$ cat src/rtl/audio_pkg.sv
// Shared types for the note sequencer: generator-select codes, the
// step-word layout and the sequencer state encoding.
package audio_pkg;

    localparam int GEN_SEL_W = 3;
    localparam int VOL4_W    = 4;
    localparam int DUR_W     = 8;
    localparam int FREQ_W    = 16;
    localparam int VOL_W     = 8;

    localparam logic [GEN_SEL_W-1:0] GEN_SQUARE   = 3'd0;
    localparam logic [GEN_SEL_W-1:0] GEN_SAW      = 3'd1;
    localparam logic [GEN_SEL_W-1:0] GEN_SAW_INV  = 3'd2;
    localparam logic [GEN_SEL_W-1:0] GEN_TRIANGLE = 3'd3;
    localparam logic [GEN_SEL_W-1:0] GEN_SINE     = 3'd4;
    localparam logic [GEN_SEL_W-1:0] GEN_NOISE    = 3'd5;

    typedef struct packed {
        logic [GEN_SEL_W-1:0] gen_sel;   // [31:29]
        logic                 last;      // [28]
        logic [VOL4_W-1:0]    vol4;      // [27:24]
        logic [DUR_W-1:0]     dur;       // [23:16]
        logic [FREQ_W-1:0]    freq;      // [15:0]
    } step_word_t;

    typedef enum logic [1:0] {
        S_IDLE = 2'd0,
        S_LOAD = 2'd1,
        S_PLAY = 2'd2
    } seq_state_e;

endpackage

$ cat src/rtl/audio_step_mem.sv
// Pattern storage: STEPS x 32-bit register array, no reset.
// Ports: clk_i; we_i/waddr_i/wdata_i write port; raddr_i/rdata_o
// combinational read port.
module audio_step_mem
    import audio_pkg::*;
#(
    parameter int STEPS = 16
) (
    input  logic                     clk_i,
    input  logic                     we_i,
    input  logic [$clog2(STEPS)-1:0] waddr_i,
    input  step_word_t               wdata_i,
    input  logic [$clog2(STEPS)-1:0] raddr_i,
    output step_word_t               rdata_o
);

    step_word_t mem_q [STEPS];

    always_ff @(posedge clk_i) begin
        if (we_i) begin
            mem_q[waddr_i] <= wdata_i;
        end
    end

    assign rdata_o = mem_q[raddr_i];

endmodule

$ cat src/rtl/audio_note_sequencer.sv
// Walks a programmed note pattern and drives one audio channel's
// enable / generator-select / frequency / volume inputs.
// Ports: clk_i, rst_i (sync, active-high); cfg_we_i/cfg_addr_i/cfg_data_i
// step-memory write; start_i/stop_i pulses, loop_i level; busy_o, step_o
// status; ch_en_o, ch_gen_sel_o, ch_freq_o, ch_volume_o channel drive.
// Build option: AUDIO_NOTE_SEQ_ENVELOPE_EN adds a linear attack envelope.
//
// state  | meaning
// S_IDLE | stopped, all channel outputs 0
// S_LOAD | one cycle: fetch memory[step], register new outputs
// S_PLAY | count ticks until the step's duration expires
module audio_note_sequencer
    import audio_pkg::*;
#(
    parameter int          STEPS    = 16,
    parameter int          TICK_DIV = 1000,
    parameter logic [7:0]  ENV_STEP = 8'd16
) (
    input  logic                     clk_i,
    input  logic                     rst_i,
    input  logic                     cfg_we_i,
    input  logic [$clog2(STEPS)-1:0] cfg_addr_i,
    input  logic [31:0]              cfg_data_i,
    input  logic                     start_i,
    input  logic                     stop_i,
    input  logic                     loop_i,
    output logic                     busy_o,
    output logic [$clog2(STEPS)-1:0] step_o,
    output logic                     ch_en_o,
    output logic [2:0]               ch_gen_sel_o,
    output logic [15:0]              ch_freq_o,
    output logic [7:0]               ch_volume_o
);

    localparam int AW = $clog2(STEPS);
    localparam int PW = $clog2(TICK_DIV);

    seq_state_e           state_q, state_d;
    logic [AW-1:0]        step_q, step_d;
    logic [PW-1:0]        presc_q, presc_d;
    logic [DUR_W-1:0]     dur_q, dur_d;
    logic                 last_q, last_d;
    logic                 en_q, en_d;
    logic [GEN_SEL_W-1:0] gen_q, gen_d;
    logic [FREQ_W-1:0]    freq_q, freq_d;
    logic [VOL_W-1:0]     vol_q, vol_d;

    step_word_t rd_word;
    logic       rest;
    logic       tick;
    logic       final_tick;
    logic       pat_end;

`ifdef AUDIO_NOTE_SEQ_ENVELOPE_EN
    logic [VOL_W-1:0] tgt_q, tgt_d;
    logic [VOL_W:0]   env_sum;
    assign env_sum = {1'b0, vol_q} + {1'b0, ENV_STEP};
`endif

    audio_step_mem #(.STEPS(STEPS)) u_mem (
        .clk_i   (clk_i),
        .we_i    (cfg_we_i),
        .waddr_i (cfg_addr_i),
        .wdata_i (step_word_t'(cfg_data_i)),
        .raddr_i (step_q),
        .rdata_o (rd_word)
    );

    assign rest       = (rd_word.vol4 == '0);
    assign tick       = (state_q == S_PLAY) && (presc_q == PW'(TICK_DIV - 1));
    assign final_tick = tick && (dur_q == 8'd1);
    // last flag is latched at LOAD so rewriting the playing step cannot end it early
    assign pat_end    = last_q || (step_q == AW'(STEPS - 1));

    // state register + datapath registers
    always_ff @(posedge clk_i) begin
        if (rst_i) begin
            state_q <= S_IDLE;
            step_q  <= '0;
            presc_q <= '0;
            dur_q   <= '0;
            last_q  <= 1'b0;
            en_q    <= 1'b0;
            gen_q   <= '0;
            freq_q  <= '0;
            vol_q   <= '0;
`ifdef AUDIO_NOTE_SEQ_ENVELOPE_EN
            tgt_q   <= '0;
`endif
        end else begin
            state_q <= state_d;
            step_q  <= step_d;
            presc_q <= presc_d;
            dur_q   <= dur_d;
            last_q  <= last_d;
            en_q    <= en_d;
            gen_q   <= gen_d;
            freq_q  <= freq_d;
            vol_q   <= vol_d;
`ifdef AUDIO_NOTE_SEQ_ENVELOPE_EN
            tgt_q   <= tgt_d;
`endif
        end
    end

    // next-state
    always_comb begin
        state_d = state_q;
        unique case (state_q)
            S_IDLE: if (start_i) state_d = S_LOAD;
            S_LOAD: state_d = S_PLAY;
            S_PLAY: begin
                if (final_tick) begin
                    state_d = (pat_end && !loop_i) ? S_IDLE : S_LOAD;
                end
            end
            default: state_d = S_IDLE;
        endcase
        if (stop_i) state_d = S_IDLE;
    end

    // datapath / registered-output next values
    always_comb begin
        step_d  = step_q;
        presc_d = presc_q;
        dur_d   = dur_q;
        last_d  = last_q;
        en_d    = en_q;
        gen_d   = gen_q;
        freq_d  = freq_q;
        vol_d   = vol_q;
`ifdef AUDIO_NOTE_SEQ_ENVELOPE_EN
        tgt_d   = tgt_q;
`endif
        unique case (state_q)
            S_IDLE: begin
                step_d  = '0;
                presc_d = '0;
            end
            S_LOAD: begin
                gen_d   = rd_word.gen_sel;
                freq_d  = rd_word.freq;
                en_d    = !rest;
                last_d  = rd_word.last;
                dur_d   = (rd_word.dur == '0) ? 8'd1 : rd_word.dur;
                presc_d = '0;
`ifdef AUDIO_NOTE_SEQ_ENVELOPE_EN
                vol_d   = '0;
                tgt_d   = rest ? 8'h00 : {rd_word.vol4, rd_word.vol4};
`else
                vol_d   = rest ? 8'h00 : {rd_word.vol4, rd_word.vol4};
`endif
            end
            S_PLAY: begin
                if (tick) begin
                    presc_d = '0;
                    dur_d   = dur_q - 8'd1;
                    if (final_tick) begin
                        step_d = pat_end ? '0 : step_q + AW'(1);
                    end else begin
`ifdef AUDIO_NOTE_SEQ_ENVELOPE_EN
                        vol_d = (env_sum > {1'b0, tgt_q}) ? tgt_q : env_sum[VOL_W-1:0];
`endif
                    end
                end else begin
                    presc_d = presc_q + PW'(1);
                end
            end
            default: ;
        endcase
        // entering IDLE (stop or end of pattern) zeroes everything on that edge
        if (state_d == S_IDLE) begin
            step_d  = '0;
            presc_d = '0;
            dur_d   = '0;
            last_d  = 1'b0;
            en_d    = 1'b0;
            gen_d   = '0;
            freq_d  = '0;
            vol_d   = '0;
`ifdef AUDIO_NOTE_SEQ_ENVELOPE_EN
            tgt_d   = '0;
`endif
        end
    end

    // outputs
    always_comb begin
        busy_o       = (state_q != S_IDLE);
        step_o       = step_q;
        ch_en_o      = en_q;
        ch_gen_sel_o = gen_q;
        ch_freq_o    = freq_q;
        ch_volume_o  = vol_q;
    end

endmodule

$ cat config.mk
export PLATFORM = sky130hd
export DESIGN_NAME = audio_note_sequencer
export DESIGN_NICKNAME = d
export VERILOG_FILES = /design/src/rtl/audio_pkg.sv /design/src/rtl/audio_step_mem.sv /design/src/rtl/audio_note_sequencer.sv
export SDC_FILE = /design/constraint.sdc
export NUM_CORES = 1
export LEC_CHECK = 0
export BUFFER_PORTS_ARGS = -buffer_cell sky130_fd_sc_hd__buf_2
export CORE_ASPECT_RATIO = 0.5
export CORE_UTILIZATION = 46
export CTS_CLUSTER_SIZE = 16
export DETAILED_ROUTE_END_ITERATION = 8
export PLACE_DENSITY_LB_ADDON = 0.12
export SYNTH_ARGS = -nofsm -noshare
export SYNTH_HDL_FRONTEND = slang
export SYNTH_SLANG_ARGS = --single-unit
export TNS_END_PERCENT = 20
$ cat constraint.sdc
create_clock -name clk_i -period 7.1 [get_ports clk_i]
set_input_delay 0.355 -clock clk_i [delete_from_list [all_inputs] [get_ports clk_i]]
set_output_delay 0.355 -clock clk_i [all_outputs]
set_load 0.02 [all_outputs]
; ---- Word level (Yosys, flattened, before mapping)
; Memories as Yosys holds them, arrays and structs flattened. A register that Yosys moved wholly into a read port is not among the register bits.
; Index checks and enable logic that the tools add are counted.
; Widths: inputs -> output; s select.
[totals]
ramBits = 512
out_inout_bits = 33
in_bits = 42
ff_bits = 53
mem_count = 1
[mem_list]
columns = memory, words, word_bits, read_ports, rd_ports_with_merged_regs, wr, line
row1 = u_mem.mem_q, 16, 32, 1, 1, 1, audio_step_mem.sv:17  ; step_word_t mem_q [STEPS];
[classes]
n_eq_ne = 7
mux = 19
reduce_logical = 18
addsub = 3
[op_table]
columns = op, n
row1 = $mux 8, 3
row2 = $mux 4, 5
row3 = $pmux 10 s2, 1
row4 = $pmux 8 s2, 1
row5 = $add 10x1->10 const B, 1
row6 = $eq 10x10->1 const B, 1
row7 = $mux 10, 1
row8 = $eq 8x1->1 const B, 1
row9 = $logic_not 8->1, 1
row10 = $pmux 4 s2, 1
row11 = $reduce_bool 2->1, 4
row12 = $sub 8x1->8 const B, 1
row13 = $mux 2, 3
row14 = $pmux 2 s3, 1
row15 = $add 4x1->4 const B, 1
row16 = $eq 4x4->1 const B, 1
row17 = $logic_not 2->1, 2
row18 = $logic_not 4->1, 1
row19 = $ne 2x2->1 const B, 2
row20 = $reduce_or 2->1, 2
row21 = $logic_and 1x1->1, 3
row22 = $mux 1, 3
row23 = $reduce_and 3->1, 1
row24 = $eq 2x1->1 const B, 1
row25 = 4 further kinds, 5

; ---- Longest topological paths before layout
[depth]
ltp_word = 10
ltp_mapped = 9
depth_no_buf = 8

; ---- Cells and area by module
; Synthesis repeated with hierarchy kept, for this count alone.
[unflattened]
cells_unflattened = 1099
hier_area_um2 = 21505.6
[by_module_without_submodules]
columns = module, n_inst, cells_each, seq_area_each_um2, area_each_um2
row1 = audio_step_mem, 1, 806, 15374.7, 19213.4
row2 = audio_note_sequencer, 1, 293, 980.9, 2292.2

; ---- Worst setup path after synthesis
; No wires, ideal clock.
[synth_timing]
path_kind = input-to-reg
startpoint = input port cfg_addr_i[2]
endpoint = memory u_mem.mem_q[0][0] (netlist bit) (enable)
path_buffers = 0
arrival_ns = 3.073
stages = 2
setup_slack_ns = 3.565
cell_sequence = or3b_2 -> nor3_1
[synth_lines]
columns = item, line
row1 = from (decl), audio_note_sequencer.sv:22  ; input logic [$clog2(STEPS)-1:0] cfg_addr_i,
row2 = to (decl), audio_step_mem.sv:17
; Straight into the memory's write port.

==> impl_metrics.csv <==
group,metric,value,unit
clock_tree,clock-root-buffer,"clkbuf_16",
timing,finalHoldViolations,0,
placement,pre_cts_ws,3.88,ns
clock_tree,cts_buffer_depth,3,
layout,antenna_cells,0,
logic_synthesis,seq_area_frac_synth,76.0,%
timing,slew_headroom,29.4,%
layout,drive_above_1_share,30.1,%
logic_synthesis,synth_area,21600,um^2
logic_synthesis,synth.distinct_cells,47,
placement,hpwlAfterDp,24500,um
placement,place_congestion,0.779,
logic_synthesis,synth_edf_count,512,
clock_tree,cts_sinks,565,
critical_path,worstSetupPathType,"flip-flop to flip-flop",
pwr,sw_frac_of_total,19.8,%
route,vias_per_cell,5.79,
logic_synthesis,synth_area_leaders,"edfxtp_1 71%, mux4_2 16%, dfxtp_1 4.9%, nand2_1 1.2%, a21oi_1 0.97%",
route,remaining_drc_errors,0,
critical_path,arrival,3.65,ns
grt,grt_antenna_before_repair,1,
floorplan,start_util,47.2,%
timing,fin_crit,3.21,ns
layout,layout_commonest_cell,"edfxtp_1",
grt,grt_usage,21.2,%
run,max_cap_violations,0,
timing,grt_setup_unrepaired,"false",
critical_path,start_kind,"flip-flop",
pwr,cellInternalPower,5.38,mW
grt,gr-total-overflow,0,
timing,tns,0,ns
floorplan,die_h,155,um
floorplan,die_width,309,um
floorplan,die-area,47900,um^2
clock_tree,clk_pin_slew,0.07,ns
critical_path,cp_max_fo,65,
route,via_count,10500,
grt,grt_pass1_wl,72700,um
clock_tree,cts_made_buffers,50,
pwr,power_leakage,7.62,nW
logic_synthesis,synthArstFlopShare,0,%
layout,area_delta_synth_final,13.8,%
critical_path,end_kind,"flip-flop",
timing,setup_viol_count_final,0,
route,drt_iter0_drc,1220,
layout,final_cell_mix,"512 x edfxtp_1, 149 x mux4_2, 74 x buf_2",
route,antenna_left,0,
route,dr.pass1.iters,5,
route,drt_wl_total,49300,um
floorplan,row_count,55,
logic_synthesis,ys.flop_type,"edfxtp_1",
clock_tree,htreeDepth,2,
timing,period_share,45.2,%
timing,worst_slack,3.89,ns
logic_synthesis,ys_ff_latch,565,
layout,final_net_count,1198,
pwr,power_switching,1.33,mW
clock_tree,post-cts-setup-buffers,0,
timing,fmax,0.312,GHz
pwr,p_comb_share,2.3,%
pwr,p_seq_share,55.1,%
logic_synthesis,yosys.area.top_type_share,71.1,%
grt,grt_pass1_vias,11000,
timing,slew_viol_final,0,
logic_synthesis,ys_warn_count,0,
placement,io_buffer_count,74,
logic_synthesis,synth_area_per_cell,20.6,um^2
clock_tree,clk_latency,0.58,ns
critical_path,crit_required,7.54,ns
hold_path,hold_path.class,"primary input to flip-flop",
layout,fin_util,53.7,%
floorplan,io_pins,75,
pwr,clkPwrFrac,42.5,%
grt,grt_max_degree,107,
clock_tree,cts_resized,0,
logic_synthesis,synthCells,1051,
floorplan,core-area,45800,um^2
pwr,vdd_drop_max,0.175,mV
clock_tree,cts_tree,"done",
timing,finalClockSkew,0.0203,ns
logic_synthesis,synth_nets,1097,
route,routedWlPerCell,27.1,um
pwr,power.density,273,nW/um^2
logic_synthesis,yosys.area.top_type,"edfxtp_1",
timing,tightestPinTransition,1.05,ns
outcome,outcome,"finished clean",
-- routing by layer --
layer / vias to the layer above / wire (um) / global-route usage [%]
li1: 4530 / - / -
met5: - / 0 / 0
met3: 55 / 2270 / 3.04
met2: 229 / 23900 / 34.2
met4: 0 / 658 / 4.05
met1: 5719 / 22500 / 31.1
-- registers in the layout (all words and copies together), names as in the netlist, 2 cells and up, named ones only --
signal,count
state_q,2
u_mem.mem_q,512
ch_freq_o,16
step_o,4
dur_q,8
ch_gen_sel_o,3
ch_volume_o,4
presc_q,10
-- cell usage after synthesis (6+ instances only) --
cell type / n
a21oi_1: 42
a22o_1: 7
a22oi_1: 13
buf_2: 14
buf_4: 9
clkbuf_1: 24
dfxtp_1: 53
edfxtp_1: 512
mux4_2: 149
nand2_1: 67
nand3b_1: 6
nor2_1: 54
nor3_1: 13
o21ai_0: 14
-- power by group through the flow --
stage	clock, mW	combinational (mW)	sequential [mW]
5_1_grt	3.03	0.170	3.70
6_report	2.86	0.157	3.70
3_5_place_dp	0	0.158	3.77
4_1_cts	2.91	0.159	3.70
3_3_place_gp	0	0.151	3.77
2_1_floorplan	0	0.0652	3.77
-- cells by family (layout without fill, tap and decap cells) --
kind of cell / after synthesis / after routing / share of synthesized area, %
flops: 565 / 565 / 76.0
simple gates: 175 / 175 / 3.79
mux: 149 / 149 / 15.5
compound gates: 96 / 96 / 2.84
buf+inv: 59 / 201 / 1.44
fa+ha+maj: 4 / 4 / 0.232
xor+xnor: 3 / 3 / 0.122
-- critical path, stage by stage, from the launching register on --
cell and delay (ns):
dfxtp_4 0.99, buf_4 0.91, mux4_2 0.43, mux4_2 0.49, nand2_1 0.08, a21oi_1 0.06
-- cell type report --
cell class / count / area, um^2
flip-flops and latches: 565 / 16400
clock inverters: 25 / 323
multi-input cells: 427 / 4990
well taps: 627 / 785
repair buffers: 104 / 616
clock buffers: 68 / 1410
fillers: 3546 / 21200
inverters: 4 / 15.0
-- final timing paths --
path	cells past startpoint	to	slack (ns)	from
setup / recovery	5	ch_freq_o[3]	3.89	flip-flop
setup reg to reg	5	ch_freq_o[3]	3.89	flip-flop
hold reg to reg	2	ch_gen_sel_o[1]	0.46	ch_gen_sel_o[1]
hold / removal	3	state_q[0]	0.10	start_i
-- stage by stage --
| stage | area, um^2 | instances | hold WS [ns] | total power [mW] |
|---|---|---|---|---|
| final | 24600 | 1820 | 0.105 | 6.71 |
| after detailed placement | 22800 | 1724 | 0.447 | 3.93 |
| after floorplan | 21600 | 1051 | 0.432 | 3.84 |
| after global placement | 22800 | 1724 | 0.443 | 3.92 |
| after global routing | 24600 | 1820 | 0.0876 | 6.90 |
| after CTS | 24600 | 1820 | 0.0677 | 6.77 |
-- timing repair --
action / 4_1_cts / 5_1_grt
hold endpoints to repair: 2 / 0
hold buffers: 3 / 0
endpoints found under the setup margin: 0 / 0
Note: power is estimated with default switching activity, not from simulation.
